$ cat src/rtl/gc_stream_rx.sv
// Garbled-circuit stream receiver: decodes tagged beats into key capture,
// input-label and garbled-table memory writes, and output masks.
module gc_stream_rx #(
  parameter int S = 20,
  parameter int K = 128
) (
  input  logic           clk,
  input  logic           rst,
  input  logic [2:0]     tag,
  input  logic [S-1:0]   index0,
  input  logic [S-1:0]   index1,
  input  logic [K-1:0]   data0,
  input  logic [K-1:0]   data1,
  output logic [K-1:0]   R,
  output logic [K-1:0]   aes_key,
  output logic           keys_valid,
  output logic           il_wr_en0,
  output logic           il_wr_en1,
  output logic [S-1:0]   il_wr_addr0,
  output logic [S-1:0]   il_wr_addr1,
  output logic [K-1:0]   il_wr_data0,
  output logic [K-1:0]   il_wr_data1,
  output logic           gt_wr_en,
  output logic [S-1:0]   gt_wr_addr0,
  output logic [S-1:0]   gt_wr_addr1,
  output logic [K-1:0]   gt_wr_data0,
  output logic [K-1:0]   gt_wr_data1,
  output logic [S-1:0]   gt_cnt,
  output logic [S-1:0]   lbl_cnt,
  output logic [2*K-1:0] mask,
  output logic           done,
  output logic           err,
  output logic [1:0]     err_code,
  output logic [1:0]     fsm_state
);

  // Beats are presented one per cycle with no back-pressure: any non-zero tag
  // in a cycle is a valid beat and is always consumed on that rising edge.
  typedef enum logic [1:0] {IDLE = 2'd0, RECV = 2'd1, DONE = 2'd2, ERROR = 2'd3} state_t;

  localparam logic [S-1:0] one_s = {{(S-1){1'b0}}, 1'b1};

  state_t         state, state_nx;
  logic [K-1:0]   r_nx, key_nx;
  logic           kv_nx, done_nx, err_nx;
  logic [1:0]     code_nx;
  logic           il_en0_nx, il_en1_nx, gt_en_nx;
  logic [S-1:0]   il_addr0_nx, il_addr1_nx, gt_addr0_nx, gt_addr1_nx;
  logic [K-1:0]   il_data0_nx, il_data1_nx, gt_data0_nx, gt_data1_nx;
  logic [S-1:0]   gt_cnt_nx, lbl_cnt_nx;
  logic [2*K-1:0] mask_nx, mask_cat;
  logic           err_hit;
  logic [1:0]     err_val;

  assign fsm_state = state;
  assign mask_cat  = {data0, data1};

  always_comb begin
    state_nx    = state;
    r_nx        = R;
    key_nx      = aes_key;
    kv_nx       = keys_valid;
    done_nx     = done;
    err_nx      = err;
    code_nx     = err_code;
    il_en0_nx   = 1'b0;
    il_en1_nx   = 1'b0;
    gt_en_nx    = 1'b0;
    il_addr0_nx = il_wr_addr0;
    il_addr1_nx = il_wr_addr1;
    il_data0_nx = il_wr_data0;
    il_data1_nx = il_wr_data1;
    gt_addr0_nx = gt_wr_addr0;
    gt_addr1_nx = gt_wr_addr1;
    gt_data0_nx = gt_wr_data0;
    gt_data1_nx = gt_wr_data1;
    gt_cnt_nx   = gt_cnt;
    lbl_cnt_nx  = lbl_cnt;
    mask_nx     = mask;
    err_hit     = 1'b0;
    err_val     = 2'b00;

    case (state)
      IDLE: begin
        case (tag)
          3'b000: ;
          3'b001: begin
            // R is a free-XOR offset whose LSB must be set.
            if (data0[0]) begin
              r_nx     = data0;
              key_nx   = data1;
              kv_nx    = 1'b1;
              state_nx = RECV;
            end else begin
              err_hit = 1'b1;
              err_val = 2'b01;
            end
          end
          3'b100:  begin err_hit = 1'b1; err_val = 2'b11; end
          default: begin err_hit = 1'b1; err_val = 2'b01; end
        endcase
      end
      RECV: begin
        case (tag)
          3'b000: ;
          3'b001: begin err_hit = 1'b1; err_val = 2'b01; end
          3'b010: begin
            if ((index0 == {gt_cnt[S-2:0], 1'b0}) && (index1 == index0 + one_s)) begin
              gt_en_nx    = 1'b1;
              gt_addr0_nx = index0;
              gt_addr1_nx = index1;
              gt_data0_nx = data0;
              gt_data1_nx = data1;
              gt_cnt_nx   = gt_cnt + one_s;
            end else begin
              err_hit = 1'b1;
              err_val = 2'b10;
            end
          end
          3'b011: begin
            for (int i = 0; i < 2*K; i++) mask_nx[i] = mask_cat[2*K-1-i];
            done_nx  = 1'b1;
            state_nx = DONE;
          end
          3'b100: begin err_hit = 1'b1; err_val = 2'b11; end
          default: begin
            if (tag[0]) begin
              il_en0_nx   = 1'b1;
              il_addr0_nx = index0;
              il_data0_nx = data0;
            end
            if (tag[1]) begin
              il_en1_nx   = 1'b1;
              il_addr1_nx = index1;
              il_data1_nx = data1;
            end
            lbl_cnt_nx = lbl_cnt + {{(S-1){1'b0}}, tag[0]} + {{(S-1){1'b0}}, tag[1]};
          end
        endcase
      end
      DONE: begin
        case (tag)
          3'b000, 3'b011: ;
          3'b100:  begin err_hit = 1'b1; err_val = 2'b11; end
          default: begin err_hit = 1'b1; err_val = 2'b01; end
        endcase
      end
      default: ;
    endcase

    if (err_hit) begin
      state_nx = ERROR;
      err_nx   = 1'b1;
      code_nx  = err_val;
    end
  end

  always_ff @(posedge clk) begin
    if (rst) begin
      state       <= IDLE;
      R           <= '0;
      aes_key     <= '0;
      keys_valid  <= 1'b0;
      done        <= 1'b0;
      err         <= 1'b0;
      err_code    <= 2'b00;
      il_wr_en0   <= 1'b0;
      il_wr_en1   <= 1'b0;
      gt_wr_en    <= 1'b0;
      il_wr_addr0 <= '0;
      il_wr_addr1 <= '0;
      il_wr_data0 <= '0;
      il_wr_data1 <= '0;
      gt_wr_addr0 <= '0;
      gt_wr_addr1 <= '0;
      gt_wr_data0 <= '0;
      gt_wr_data1 <= '0;
      gt_cnt      <= '0;
      lbl_cnt     <= '0;
      mask        <= '0;
    end else begin
      state       <= state_nx;
      R           <= r_nx;
      aes_key     <= key_nx;
      keys_valid  <= kv_nx;
      done        <= done_nx;
      err         <= err_nx;
      err_code    <= code_nx;
      il_wr_en0   <= il_en0_nx;
      il_wr_en1   <= il_en1_nx;
      gt_wr_en    <= gt_en_nx;
      il_wr_addr0 <= il_addr0_nx;
      il_wr_addr1 <= il_addr1_nx;
      il_wr_data0 <= il_data0_nx;
      il_wr_data1 <= il_data1_nx;
      gt_wr_addr0 <= gt_addr0_nx;
      gt_wr_addr1 <= gt_addr1_nx;
      gt_wr_data0 <= gt_data0_nx;
      gt_wr_data1 <= gt_data1_nx;
      gt_cnt      <= gt_cnt_nx;
      lbl_cnt     <= lbl_cnt_nx;
      mask        <= mask_nx;
    end
  end

endmodule
$ cat config.mk
export PLATFORM = sky130hd
export DESIGN_NAME = gc_stream_rx
export DESIGN_NICKNAME = d
export VERILOG_FILES = /design/src/rtl/gc_stream_rx.sv
export SDC_FILE = /design/constraint.sdc
export NUM_CORES = 2
export LEC_CHECK = 0
export ABC_AREA = 1
export CORE_AREA = 2 2 560 562
export CTS_CLUSTER_SIZE = 10
export DETAILED_ROUTE_END_ITERATION = 8
export DIE_AREA = 0 0 562 564
export PLACE_DENSITY_LB_ADDON = 0.25
export SLEW_MARGIN = 20
export SYNTH_ARGS = -nofsm -noshare
export SYNTH_HDL_FRONTEND = slang
export SYNTH_SLANG_ARGS = --single-unit
$ cat constraint.sdc
create_clock -name clk -period 5.7 [get_ports clk]
set_input_delay 1.14 -clock clk [delete_from_list [all_inputs] [get_ports clk]]
set_output_delay 1.14 -clock clk [all_outputs]
set_load 0.02 [all_outputs]
# Yosys cells after proc, flatten, opt, wreduce, memory -nomap -nowiden
# Cells that the tools add are included.
# Widths: inputs -> output; s select.
# word_totals
regBits,1154
inputBits,301
out_inout_bits,1154
wordCells,75
# op_classes
addsub,4
eq_ne,11
muxes,20
bitwise,3
n_reduce_logical,16
# ops
op,count
$add 20x1->20,2
$add 20x1->20 const B,2
$eq 20x20->1,2
$pmux 2 s3,3
$reduce_and 3->1,4
$mux 2,5
$ne 3x3->1 const B,3
$pmux 2 s2,2
$mux 1,7
$reduce_or 7->1,1
$eq 3x2->1 const B,2
$reduce_or 5->1,1
$pmux 1 s2,2
$reduce_and 2->1,2
$reduce_and 4->1,1
$reduce_or 2->1,2
$eq 3x1->1 const B,1
$eq 3x3->1 const B,1
$logic_not 3->1,1
$not 1->1,3
$pmux 1 s3,1
$reduce_bool 3->1,1
$reduce_or 3->1,1
$eq 2x1->1 const B,1
other kinds (3),3

# Logic depth before layout (Yosys ltp)
# logic_depth
depth_word,8
ltp_mapped,20
ltp_nobuf,19

# Worst setup path before layout
# OpenSTA, ideal clock, no wires.
# synth_timing
path_kind,input to register
from,input port tag[0]
to,register lbl_cnt[16]
setup_ps,86
arrival_time_ps,3286
required_time_ps,5614
slack_ps,2329
stages,15
n_path_buf,1
cell_sequence,clkbuf_1 -> inv_1 -> fa_1 -> inv_1 -> ha_1 -> nand3_1 -> nor2_1 -> nand4_1 -> nor3_1 -> nand2_1 -> nor2_1 -> nand4_1 -> nor2_1 -> a21oi_1 -> a211oi_1
# synth_between
elab_chain_len,4
word_cells_on_any_way,10
cone_classes,add/sub (2); eq/ne (4); bitwise (1); reduce/logical (3)
# synth_lines
element,line_no,rtl
"start, declared",9,"input logic [2:0] tag,"
branches (longest 4 deep; another with $add 20x1->20),-,
"end signal, assigned",201,lbl_cnt <= lbl_cnt_nx;
"end, declared",29,"output logic [S-1:0] lbl_cnt,"
# Several ways; the timed one is not identified.
# A chain may end at the register's enable or synchronous reset.

# Worst setup path in the final report
# layout_timing
from,input port index0[11]
to,register gt_wr_data1[94]
# layout_between
elab_chain_len,4
word_cells_on_any_way,5
cone_classes,add/sub (1); eq/ne (2); reduce/logical (2)
# layout_lines
element,line_no,rtl
"start, declared",10,"input logic [S-1:0] index0,"
$add 20x1->20,108,"if ((index0 == {gt_cnt[S-2:0], 1'b0}) && (index1 == index0 + one_s)) begin"
$eq 20x20->1,108,
$logic_and 1x1->1 *,108,
$reduce_and 3->1 (no source line) *,-,
"end signal, assigned",199,gt_wr_data1 <= gt_data1_nx;
"end, declared",27,"output logic [K-1:0] gt_wr_data1,"
# Mark *: on every way between the ends. The rest lies on a longest branch, timed or not.

==> metrics.md <==
| Metric | Value |
|---|---|
| Shortest period the worst path allows | `approximately 4.1 ns` |
| Post-CTS sizing | `0` |
| WL met2 | `about 120 mm` |
| CTS max path bufs | `4` |
| Total number of vias | `between 40000 and 50000` |
| Filler instances | `34394` |
| Worst Path Required | `6.43 ns` |
| Count of cells along the worst hold path | `2` |
| Type of element capturing the critical path | `flop` |
| RD Place Congestion | `0.9113` |
| Number of post-CTS setup repair buffers | `0` |
| Sinks on the clock net | `1153` |
| Run status | `completed` |
| Initial antenna violation count | `49` |
| Routed metal-1 wire length | `118.3 mm` |
| Post-synthesis sequential area ratio | `0.5586` |
| Count of final setup violators | `0` |
| Number of distinct library cell variants in the gate-level netlist after synthesis | `41` |
| Top flip-flop cell by instance count after synthesis | `dfxtp_1` |
| Final hold slack | `0.4463 ns` |
| Number of global-route vias before repair | `40600` |
| Slew at the pin closest to its max-slew limit | `approximately 1.2 ns` |
| Final ANT Viol Nets | `0` |
| R2R cell count | `16` |
| Number of enable-type register cells in the synthesized netlist | `0` |
| Flops & latches, synth | `between 1000 and 1500` |
| All-layer global routing usage | `0.1647` |
| Number of warnings issued by yosys | `0` |
| Critical path type | `input pin to flop` |
| Data arrival, critical path | `between 4 and 5 ns` |
| Number of I/O port buffers | `1454` |
| Critical path peak fanout | `65` |
| Fin. max-slew vios | `0` |
| Number of iterations in the first detailed-routing pass | `5` |
| Die Span X | `562 µm` |
| Final Hold Fails | `0` |
| Die area | `around 0.32 mm²` |
| Timing-limited maximum frequency | `0.2422 GHz` |
| Total number of placement rows | `205` |
| First-pass GRT wire length | `364.5 mm` |
| DRT Wirelength | `275.2 mm` |
| Final global-route overflow total | `0` |
| Inserted Clock Buffers | `between 150 and 200` |
| Setup repair after global routing missed its margin | `no` |
| Vias per cell | `3.970` |
| Share of layout cells above drive strength 1 | `0.04912` |
| Highest routed layer | `met4` |
| Clk root buf | `clkbuf_16` |
| Average size of a mapped cell | `around 8.0 µm²` |
| Post-Synthesis Cells | `5135` |
| Worst min-delay path category | `flop to flop` |
| TritonCTS clock tree | `built` |
| HPWL after DPL | `between 200 and 250 mm` |
| Post-route clock skew | `0.04625 ns` |
| Synthesized net count | `5440` |
| CTS H-tree depth | `4` |
| DRC Markers | `0` |
| Starting utilization of the core area | `0.1329` |
| Met3 routed wirelength | `approximately 26 mm` |
| Asr flop ratio synth | `0` |
| Hold-fix buffer count after cts | `0` |
| Clock transition at the registers of the reported paths | `0.06 ns` |
| Netlist Area Pre-Place | `a little over 0.04 mm²` |
| Fin crit share | `0.7244` |
| Pin count of the biggest net entering global routing | `approximately 140` |
| Setup TNS | `0 ns` |
| Clock latency on the worst-skew pair | `0.81 ns` |
| Leakage power figure | `0.02330 µW` |
| Die height | `564 µm` |
| Number of DRC violations after detailed-routing iteration 0 | `approximately 3100` |
| Peak supply drop | `0.1935 mV` |
| Number of placed I/O pins | `1455` |
| Most common cell after layout, fill and taps aside | `clkdlybuf4s50_1` |
| Maxcap violations | `0` |
| Layout net count | `6704` |
| Critical Path Source Type | `input pin` |
| Worst relative slew slack | `0.2106` |
| Detailed-route wire length per cell | `about 26 µm` |
| Power per Cell Area | `approximately 330 mW/mm²` |
| Commonest cells after routing, fill and taps aside | `clkdlybuf4s50_1 (1451), dfxtp_1 (1153), a21oi_1 (890), o21ai_0 (806), nor2_1 (581)` |
| Core Area | `between 0.3 and 0.4 mm²` |
| Flop-to-flop setup slack | `2.12 ns` |
| Area growth, synth to finish | `57.52%` |
[sequential cells by signal, summed over array words and instances, names as in the netlist, 128 cells and up]
name         cells
il_wr_data0    128
mask           256
R              128
gt_wr_data1    128
aes_key        128
gt_wr_data0    128
il_wr_data1    128
[routing by layer]
layer / global-route usage / vias up
met5: 0 / -
met2: 0.2608 / 1863
met4: 0.04819 / 0
li1: - / 19733
met3: 0.05883 / 327
met1: 0.2086 / 20349
[kinds of logic (layout without fill, tap and decap cells)]
logic type / after synthesis / in the layout / share of synthesized area
flops: 1153 / 1153 / 0.5586
fa+ha+maj: 4 / 4 / 0.001393
xor+xnor: 31 / 31 / 0.006571
simple gates: 1513 / 1513 / 0.1554
buf+inv: 716 / 2075 / 0.06913
other cells: 0 / 13 / 0
compound gates: 1718 / 1718 / 0.2089
[area by class of cell]
type                       instances  area [µm²]  area share
sequential                      1153       23080      0.3546
multi-input combinational       3266       15410      0.2368
timing repair buffer            1516       15360      0.2359
tap                             4140        5180     0.07958
clock buffer                     219        4427     0.06801
inverter                         305        1172     0.01801
clock inverter                    35       426.7    0.006555
antenna                           13       32.53   0.0004998
[power by group]
group,internal [µW],switching [µW]
clock network,5670,4010
logic,1060,2090
registers,8400,189
[cells in the mapped netlist (2+ instances only)]
cell	number	area, µm²
o21ai_0	806	4034
buf_4	18	135.1
nor2_4	5	56.30
ha_1	3	37.54
inv_2	8	30.03
nor3_2	2	20.02
dfxtp_1	1153	23080
nor4_1	10	62.56
inv_1	297	1115
nand4_1	42	262.8
and3_1	2	12.51
nand3_1	326	1632
xor2_1	22	192.7
o21a_1	2	15.01
buf_2	33	165.2
o21ai_1	12	60.06
xnor2_1	9	78.83
nand3b_1	2	15.01
clkbuf_2	3	15.01
o21bai_1	3	22.52
nand2_1	493	1851
clkbuf_1	349	1310
a21oi_1	890	4454
buf_6	6	67.56
nor2_2	5	31.28
nor2_1	582	2185
nor3_1	28	140.1
o21bai_2	2	22.52
nor3b_1	3	22.52
nand3_2	5	50.05
nand2_2	4	25.02
[stage by stage]
| step | worst slack (ns) | cells | area [µm²] | power [µW] | utilization |
|---|---|---|---|---|---|
| final | 1.571 | 10647 | 65090 | 21420 | 0.2094 |
| after global routing | 1.433 | 10639 | 65070 | 22310 | 0.2093 |
| after CTS | 1.729 | 10634 | 65050 | 21870 | 0.2093 |
| after global placement | 0.7864 | 10380 | 60200 | 11960 | 0.1937 |
| after detailed placement | 0.8652 | 10380 | 60200 | 11970 | 0.1937 |
| after floorplan | 2.329 | 5135 | 41320 | 10040 | - |
[worst paths after layout]
| check | from | to |
|---|---|---|
| hold reg to reg | gt_wr_addr1[13] | gt_wr_addr1[13] |
| setup / recovery | index0[11] | gt_wr_data1[94] |
| hold / removal | gt_wr_addr1[13] | gt_wr_addr1[13] |
| setup reg to reg | gt_cnt[0] | gt_wr_data1[94] |
[critical path: stages]
cell and delay (ns):
clkdlybuf4s50_1 0.75, nand2_1 0.19, nor2_1 0.37, nand4_1 0.30, nor2_1 0.17, nand2_1 0.06, nand2_1 0.11, nand2_1 0.08
nor2_2 0.10, nand3_2 0.13, nor2_4 0.21, buf_12 0.27, buf_4 0.46, o21ai_0 0.15, a21oi_1 0.17
No activity file was read; power rests on OpenSTA's default activity.
